[src/rtl/botones_antirebote.sv]
// Multi-channel button debouncer: per-channel synchronizer, stability counter,
// registered press/release pulses and a one-shot long-press pulse.
module botones_antirebote #(
  parameter int N_BTN       = 4,
  parameter int MIN_TIME    = 5000,
  parameter int LONG_TIME   = 1000000,
  parameter int SYNC_STAGES = 2
) (
  input  logic             clk,
  input  logic             rst,
  input  logic [N_BTN-1:0] btn_in,
  output logic [N_BTN-1:0] btn_out,
  output logic [N_BTN-1:0] btn_press,
  output logic [N_BTN-1:0] btn_release,
  output logic [N_BTN-1:0] btn_long
);

  localparam int SW = $clog2(MIN_TIME) + 1;
  localparam int HW = $clog2(LONG_TIME) + 1;
  localparam logic [SW-1:0] STAB_MAX  = SW'(MIN_TIME - 1);
  // Hold counter lags btn_out by one cycle, so the long pulse is launched when
  // it reads LONG_TIME-2, which lands it on the LONG_TIME-th pressed cycle.
  localparam logic [HW-1:0] HOLD_FIRE = HW'(LONG_TIME - 2);
  localparam logic [HW-1:0] HOLD_SAT  = HW'(LONG_TIME - 1);

  for (genvar ch = 0; ch < N_BTN; ch++) begin : g_ch
    logic [SYNC_STAGES-1:0] sync_q;
    logic [SW-1:0]          stab_q;
    logic [HW-1:0]          hold_q;
    logic                   out_q;
    logic                   press_q;
    logic                   release_q;
    logic                   long_q;
    logic                   sync;
    logic                   differs;
    logic                   accept;
    logic                   fire;

    always_comb begin
      sync    = sync_q[SYNC_STAGES-1];
      differs = sync ^ out_q;
      accept  = differs && (stab_q == STAB_MAX);
      // A release accepted on the same edge means the press fell short.
      fire    = out_q && !accept && (hold_q == HOLD_FIRE);
    end

    always_ff @(posedge clk) begin
      if (rst) begin
        sync_q    <= '0;
        stab_q    <= '0;
        hold_q    <= '0;
        out_q     <= 1'b0;
        press_q   <= 1'b0;
        release_q <= 1'b0;
        long_q    <= 1'b0;
      end else begin
        sync_q <= {sync_q[SYNC_STAGES-2:0], btn_in[ch]};

        if (!differs) begin
          stab_q <= '0;
        end else if (accept) begin
          stab_q <= '0;
          out_q  <= ~out_q;
        end else begin
          stab_q <= stab_q + 1'b1;
        end

        press_q   <= accept && !out_q;
        release_q <= accept && out_q;
        long_q    <= fire;

        if (!out_q) begin
          hold_q <= '0;
        end else if (hold_q != HOLD_SAT) begin
          hold_q <= hold_q + 1'b1;
        end
      end
    end

    assign btn_out[ch]     = out_q;
    assign btn_press[ch]   = press_q;
    assign btn_release[ch] = release_q;
    assign btn_long[ch]    = long_q;
  end

endmodule

[config.mk]
export PLATFORM = sky130hd
export DESIGN_NAME = botones_antirebote
export DESIGN_NICKNAME = d
export VERILOG_FILES = /design/src/rtl/botones_antirebote.sv
export SDC_FILE = /design/constraint.sdc
export NUM_CORES = 1
export LEC_CHECK = 0
export CORE_MARGIN = 4
export CORE_UTILIZATION = 60
export CTS_CLUSTER_DIAMETER = 30
export DETAILED_ROUTE_END_ITERATION = 7
export PLACE_DENSITY_LB_ADDON = 0.12
export SYNTH_ARGS = -nofsm -noshare
export SYNTH_HDL_FRONTEND = slang
export SYNTH_SLANG_ARGS = --single-unit
export TNS_END_PERCENT = 100
[constraint.sdc]
create_clock -name clk -period 2.5 [get_ports clk]
set_input_delay 0.25 -clock clk [delete_from_list [all_inputs] [get_ports clk]]
set_output_delay 0.25 -clock clk [all_outputs]
set_load 0.005 [all_outputs]
* Word level (Yosys, flattened, before mapping)
Cells that the tools add are included.
** Word-level totals
- Bits in registers :: 164
- Latch bits :: 0
- RAM bits :: 0
- Memory bits (read-only) :: 0
- Input bits :: 6
- Output and inout port bits :: 16
- Logic and storage cells :: 100
- Memories kept :: 0
** Operators by class
- $add $sub $neg :: 8
- $mul :: 0
- Divide/modulo/power cells :: 0
- Magnitude comparators :: 0
- Equal/unequal tests :: 12
- Shifts and indexed selects :: 0
- Multiplexer cells :: 0
- Bitwise gates (word level) :: 12
- Reduce and logical (&&, ||, !) cells :: 40
** Operator list (count)
- $add A21 B1 Y21 const B :: 4
- $eq A21 B20 Y1 const B :: 4
- $ne A21 B20 Y1 const B :: 4
- $add A14 B1 Y14 const B :: 4
- $eq A14 B13 Y1 const B :: 4
- $logic_and A1 B1 Y1 :: 20
- $reduce_or A3 Y1 :: 4
- $logic_not A1 Y1 :: 8
- $not A1 Y1 :: 8
- $reduce_and A2 Y1 :: 4
- $reduce_or A2 Y1 :: 4
- $xor A1 B1 Y1 :: 4

* Depth between registers and ports, before layout
Gate-level depths: netlist of run 1.
- Word-level depth :: 5
- Depth in mapped cells :: 7
- Depth with buffers taken out :: 6

* Worst setup path before layout of run 1
Ideal clock, no wire load.
- Kind :: reg-to-reg
- From :: register g_ch[0].stab_q[0]
- To :: register g_ch[0].out_q
- Setup time :: 0.128 ns
- Data arrival time :: 1.554 ns
- Required time :: 2.372 ns
- Slack :: 0.819 ns
- Stages on the path, launching flop included :: 7
- Buffers on the path :: 0
- Clock period less this slack :: 1.681 ns
- Cell sequence :: dfxtp_1 > ha_1 > nand2_1 > or4_1 > or3_1 > xor2_1 > nor2_1
** On the way
- Word-level cells in the longest chain between the ends :: 3
** Ends and longest elaborated chain
- start, declared :: line 28 : logic [SW-1:0] stab_q;
- start signal, assigned :: line 65 : stab_q <= stab_q + 1'b1;
- $eq A14 B13 Y1 :: line 42 : accept = differs && (stab_q == STAB_MAX);
- $logic_and A1 B1 Y1 :: line 42
- $reduce_and A2 Y1 (no line)
- end signal, assigned :: line 63 : out_q <= ~out_q;
- end, declared :: line 30 : logic out_q;
No other way between the ends.
A chain may end at the register's enable or synchronous reset.

* Worst setup path after layout of run 1
- From :: register g_ch[0].stab_q[0]
- To :: register g_ch[0].stab_q[13]
** On the way
- Word-level cells in the longest chain between the ends :: 3
- Elaborated cells between the ends (all ways) :: 4
** Ends and longest elaborated chain
- parallel branches: the longest is 3 deep, another holds $add A14 B1 Y14
Parallel ways; which one is timed is not known.

==> results of run 1 <==
## per-stage QoR
step	util, %	area, um^2	power, mW	hold WS, ns	cells
2_1_floorplan	-	7180	2.71	0.378	818
3_3_place_gp	63.8	7380	2.72	0.418	950
3_5_place_dp	63.8	7380	2.72	0.435	950
4_1_cts	69.2	8000	5.45	0.367	982
5_1_grt	69.2	8000	5.56	0.384	982
6_report	69.2	8000	5.40	0.379	982
## registers in the layout, summed over array words and instances (netlist names)
name	count
g_ch.release_q	4
g_ch.sync_q	8
g_ch.stab_q	56
g_ch.out_q	4
g_ch.press_q	4
g_ch.long_q	4
g_ch.hold_q	84
## where the power goes
| part | internal (mW) | leakage, nW | switching, mW |
|---|---|---|---|
| clock network | 1.74 | 0.310 | 0.995 |
| registers | 2.62 | 1.32 | 0.00360 |
| logic | 0.0170 | 0.999 | 0.0185 |
| total | 4.38 | 2.63 | 1.02 |
## logic make-up (layout without fill, tap and decap cells)
family | count (synthesis) | in the layout | share of synthesized area (%)
buffers and inverters | 53 | 74 | 4.03
adder cells (fa/ha/maj) | 12 | 12 | 2.09
AND/OR/NAND/NOR | 432 | 432 | 30.6
XOR/XNOR | 116 | 116 | 14.2
multiplexers | 1 | 1 | 0.139
AO/OA/AOI/OAI | 40 | 40 | 3.22
flip-flops | 164 | 164 | 45.7
## worst paths after layout
check	startpoint	to	slack (ns)	depth (start not counted)
hold / removal	btn_in[0]	g_ch[0].sync_q[0]$_SDFF_PP0_	0.38	2
hold reg to reg	g_ch[0].stab_q[0]$_SDFF_PP0_	g_ch[0].stab_q[0]$_SDFF_PP0_	0.45	1
setup / recovery	g_ch[0].stab_q[0]$_SDFF_PP0_	g_ch[0].stab_q[13]$_SDFF_PP0_	0.39	5
setup reg to reg	g_ch[0].stab_q[0]$_SDFF_PP0_	g_ch[0].stab_q[13]$_SDFF_PP0_	0.39	5
## layout make-up
type	count	area (um^2)	area share [%]
Clock buffer	22	474	5.93
Clock inverter	10	153	1.91
Inverter	16	60.1	0.750
Multi-Input combinational cell	601	3610	45.1
Sequential cell	164	3280	41.0
Tap cell	143	179	2.24
Timing Repair Buffer	26	248	3.10
## worst register-to-register path: stages (launching register included)
cell	delay (ns)
dfxtp_1	0.35
ha_1	0.21
nand2_1	0.10
or4_1	0.42
o21ai_1	0.74
nor2_1	0.13
## cell usage after synthesis (all sizes together), types with 9 or more instances
cell type,count
a21oi,10
and3,19
and4,12
buf,24
clkbuf,13
dfxtp,164
ha,12
inv,16
nand2,52
nand2b,9
nand3,52
nand4,34
nor2,160
nor2b,13
nor3,25
nor4,13
o21ai,15
or3,12
xnor2,46
xor2,70
## routing by layer
metal / vias up / track usage [%]
li1: 2785 / -
met1: 2588 / 23.9
met2: 94 / 33.3
met3: 28 / 5.34
met4: 0 / 8.87
met5: - / 0
==> results_dict.tcl, run 1 <==
set metrics [dict create \
    grt_pass1_wl_um 23200 \
    grt_use_total_pct 19.9 \
    clkLatencyLatePin_ns 0.43 \
    n_antenna_cell 0 \
    drtIter0Drc 405 \
    synthArstFlopShare_pct 0 \
    synth_cell_types 45 \
    wl_met3_um 422 \
    area.growth.synth_to_final_pct 11.5 \
    critPathTopFamily "compound AO/OA/AOI/OAI gates" \
    layout.nets 844 \
    hold_viol 0 \
    cts_setup_buffers 0 \
    cts_root_buffer "clkbuf_16" \
    antenna_found_initial 0 \
    num_io_pins 22 \
    holdBufCountCts 0 \
    numCtsBuffers 17 \
    rsz0062_at_grt "no" \
    layout_commonest_cell "dfxtp_1" \
    path_max_fanout 14 \
    synth.yosys.seq_area_share_pct 45.7 \
    maxSlewViolCount 0 \
    worst_slack_ns 0.393 \
    ys_warn_count 0 \
    synth_area_leader_cell "dfxtp_1" \
    clk_pin_slew_ns 0.06 \
    dp_hpwl_um 8950 \
    synth_edf_count 0 \
    yosysTopAreaCellShare_pct 45.7 \
    path_cells "ha_1 -> nand2_1 -> or4_1 -> o21ai_1 -> nor2_1" \
    layout-drive-gt1-share_pct 5.24 \
    n_fill_cell 911 \
    setup_tns_ns 0 \
    firstDrtPassIters 5 \
    path_buf_inv 0 \
    ys.flop_type "dfxtp_1" \
    crit_path_end_kind "register" \
    grt_overflow 0 \
    drt-met1-wl_um 6020 \
    post-route-period-util_pct 84.3 \
    synth_seq_cells 164 \
    place.gp.congestion 0.853 \
    start_util_pct 62.1 \
    vias 5495 \
    cp-start-kind "register" \
    num_rows 39 \
    power_leakage_nw 2.63 \
    fin_crit_ns 2.11 \
    totalWireLength_um 13100 \
    power_density_nw_per_um2 674 \
    grt_max_degree 22 \
    skew_ns 0.00679 \
    outcome "complete, no violations" \
    drc 0 \
    fp.dieW_um 117 \
    dp_slack_ns 0.393 \
    io_buffer_count 21 \
    worst_slew_margin_rel_pct 37.6 \
    final_cell_mix "dfxtp_1 (164), nor2_1 (159), xor2_1 (70), nand2_1 (52), nand3_1 (52)" \
    worst_pin_slew_ns 0.929 \
    setup_violations 0 \
    ir_drop_mv 0.493 \
    fmax_ghz 0.475 \
    route.met2.wl_um 6320 \
    drv_cap 0 \
    path_class "register to register" \
    top_layer "met4" \
    dieArea_um2 13800 \
    via_per_inst 5.60 \
    syn_area_um2 7180 \
    cpPeakStageDelay_ns 0.74 \
    cp.required_ns 2.78 \
    cts_max_level 4 \
    synthTopCellsByArea "dfxtp_1 (46%), xor2_1 (8.5%), nor2_1 (8.3%)" \
    cts_tree "done" \
    avgSynthCellArea_um2 8.78 \
    grt_pass1_vias 5310 \
    slowest_stage "o21ai_1" \
    fp.coreArea_um2 11600 \
    clock_sinks 164 \
    cts_buffer_depth 2 \
    die_h_um 117 \
    synthCells 818 \
    cts_resized 0 \
    holdCritPathClass "input pin to register" \
    antenna_left 0 \
    wl_per_cell_um 13.3 \
    synth.net_count 836 \
    arrival_ns 2.38 \
]
(Power assumes the default switching activity.)
==> inputs of run 2 (changes only) <==
- clock period: 2.5 -> 2 ns (I/O delays scaled with it)
==> run 2 against run 1 <==
Compared with the run above: setup slack worse by 0.23 ns; fmax increased by 15%; clock power increased by 27%; first-iteration DRC count is 26% lower; sequential cell count is the same; global-route usage shrank 0.16 points; clock skew up 0.0030 ns; count of clock-buffer cells in the layout is 2 lower; largest power group unchanged.
==> results_dict.tcl, run 2 (same netlist as run 1, synthesis figures left out) <==
set metrics [dict create \
    p_int_mw 5.49 \
    num_rows 39 \
    cp-start-kind "register" \
    layout-drive-gt1-share_pct 7.16 \
    place.gp.congestion 0.831 \
    hold_viol 0 \
    via_per_inst 5.46 \
    cts_max_level 4 \
    layout_commonest_cell "dfxtp_1" \
    clkLatencyLatePin_ns 0.42 \
    regMostFlops "g_ch.hold_q" \
    final_util_pct 70.4 \
    grt_max_degree 28 \
    largest_registers "g_ch.hold_q x84, g_ch.stab_q x56, g_ch.sync_q x8" \
    fin_crit_ns 1.84 \
    path_class "register to register" \
    place_area_um2 7490 \
    antenna_left 0 \
    multi_input_area_um2 3610 \
    cts_tree "done" \
    arrival_ns 2.13 \
    die_h_um 117 \
    cts_root_buffer "clkbuf_16" \
    n_fill_cell 919 \
    setup_violations 0 \
    pwr-share-seq_pct 48.3 \
    n_antenna_cell 0 \
    cts_buffer_depth 2 \
    ff_latch_area_um2 3280 \
    start_util_pct 62.1 \
    skew_ns 0.00984 \
    drv_cap 0 \
    area.growth.synth_to_final_pct 13.4 \
    clkPwrFrac_pct 51.0 \
    worst_slew_margin_rel_pct 65.3 \
    numCtsBuffers 17 \
    totalWireLength_um 12900 \
    fp.dieW_um 117 \
    grt_pass1_vias 5261 \
    design_area_um2 8140 \
    post-route-period-util_pct 92.0 \
    layout.nets 857 \
    power_density_nw_per_um2 835 \
    drc 0 \
    num_io_pins 22 \
    grt_overflow 0 \
    drtIter0Drc 299 \
    path_max_fanout 14 \
    maxSlewViolCount 0 \
    vias 5432 \
    wl_per_cell_um 12.9 \
    clk_pin_slew_ns 0.06 \
    rsz0062_at_grt "no" \
    firstDrtPassIters 4 \
    power_leakage_nw 2.69 \
    fmax_ghz 0.543 \
    holdCritPathClass "input pin to register" \
    io_buffer_count 21 \
    cp.required_ns 2.29 \
    grt_pass1_wl_um 23200 \
    p_comb_share_pct 0.7 \
    switchingPower_mw 1.31 \
    fp.coreArea_um2 11600 \
    total_power_mw 6.79 \
    antenna_found_initial 0 \
    final_cell_mix "dfxtp_1 (164), nor2_1 (158), xor2_1 (70), nand2_1 (52), nand3_1 (52)" \
    clock_sinks 164 \
    setup_tns_ns 0 \
    worst_pin_slew_ns 0.513 \
    dp_hpwl_um 8940 \
    ir_drop_mv 0.569 \
    largest_register_ffs 84 \
    outcome "complete, no violations" \
    crit_path_end_kind "register" \
    dieArea_um2 13800 \
    switching_share_pct 19.2 \
    grt_use_total_pct 19.7 \
]
run 2: cell count changes in the layout (fill, tap and decap cells not counted), sizes merged:
cell      before  now
clkinv         5    4
clkbuf        22   20
buf            5   18
clkinvlp       1    4
run 2: repair_timing:
action,in CTS,in global routing
setup buffers,0,0
endpoints found under the setup margin,0,2
resized for setup,0,2
hold buffers,0,0
run 2: final timing paths:
kind	endpoint	slack (ns)	from	cells past startpoint
max	g_ch[1].stab_q[13]$_SDFF_PP0_	0.16	g_ch[1].stab_q[10]$_SDFF_PP0_	4
min	g_ch[0].sync_q[0]$_SDFF_PP0_	0.34	btn_in[0]	2
max reg2reg	g_ch[1].stab_q[13]$_SDFF_PP0_	0.16	g_ch[1].stab_q[10]$_SDFF_PP0_	4
min reg2reg	g_ch[1].sync_q[1]$_SDFF_PP0_	0.43	g_ch[1].sync_q[0]$_SDFF_PP0_	1
run 2: stage by stage:
step	cells	setup WS [ns]	hold slack, ns
CTS	995	0.147	0.318
finish	995	0.160	0.342
floorplan	818	0.319	0.328
global placement	963	0.185	0.419
detailed placement	963	0.166	0.423
global route	995	0.00102	0.342
run 2: final cells by class:
type | instances | share of cell area (%)
clock buffers | 20 | 5.73
well taps | 143 | 2.20
clock inverters | 12 | 2.18
repair buffers | 39 | 4.40
multi-input cells | 601 | 44.4
inverters | 16 | 0.738
flip-flops and latches | 164 | 40.3
run 2: power groups by stage:
stage / clock network, mW / logic, mW / registers (mW)
floorplan: 0 / 0.0297 / 3.35
global placement: 0 / 0.0478 / 3.35
detailed placement: 0 / 0.0488 / 3.35
CTS: 3.55 / 0.0495 / 3.28
global route: 3.69 / 0.0553 / 3.28
finish: 3.47 / 0.0482 / 3.28
run 2: critical path, cell delays in order, from the launching register on:
cell and delay [ns]:
dfxtp_1 0.33, or4_1 0.53, nor4_2 0.32, or3_1 0.43, nor2_1 0.10
run 2: layer usage:
metal	track usage, %	vias up	wire length [um]
li1	-	2813	-
met1	24.2	2552	5990
met2	33.6	54	6310
met3	4.81	13	393
met4	7.48	0	165
met5	0	-	0
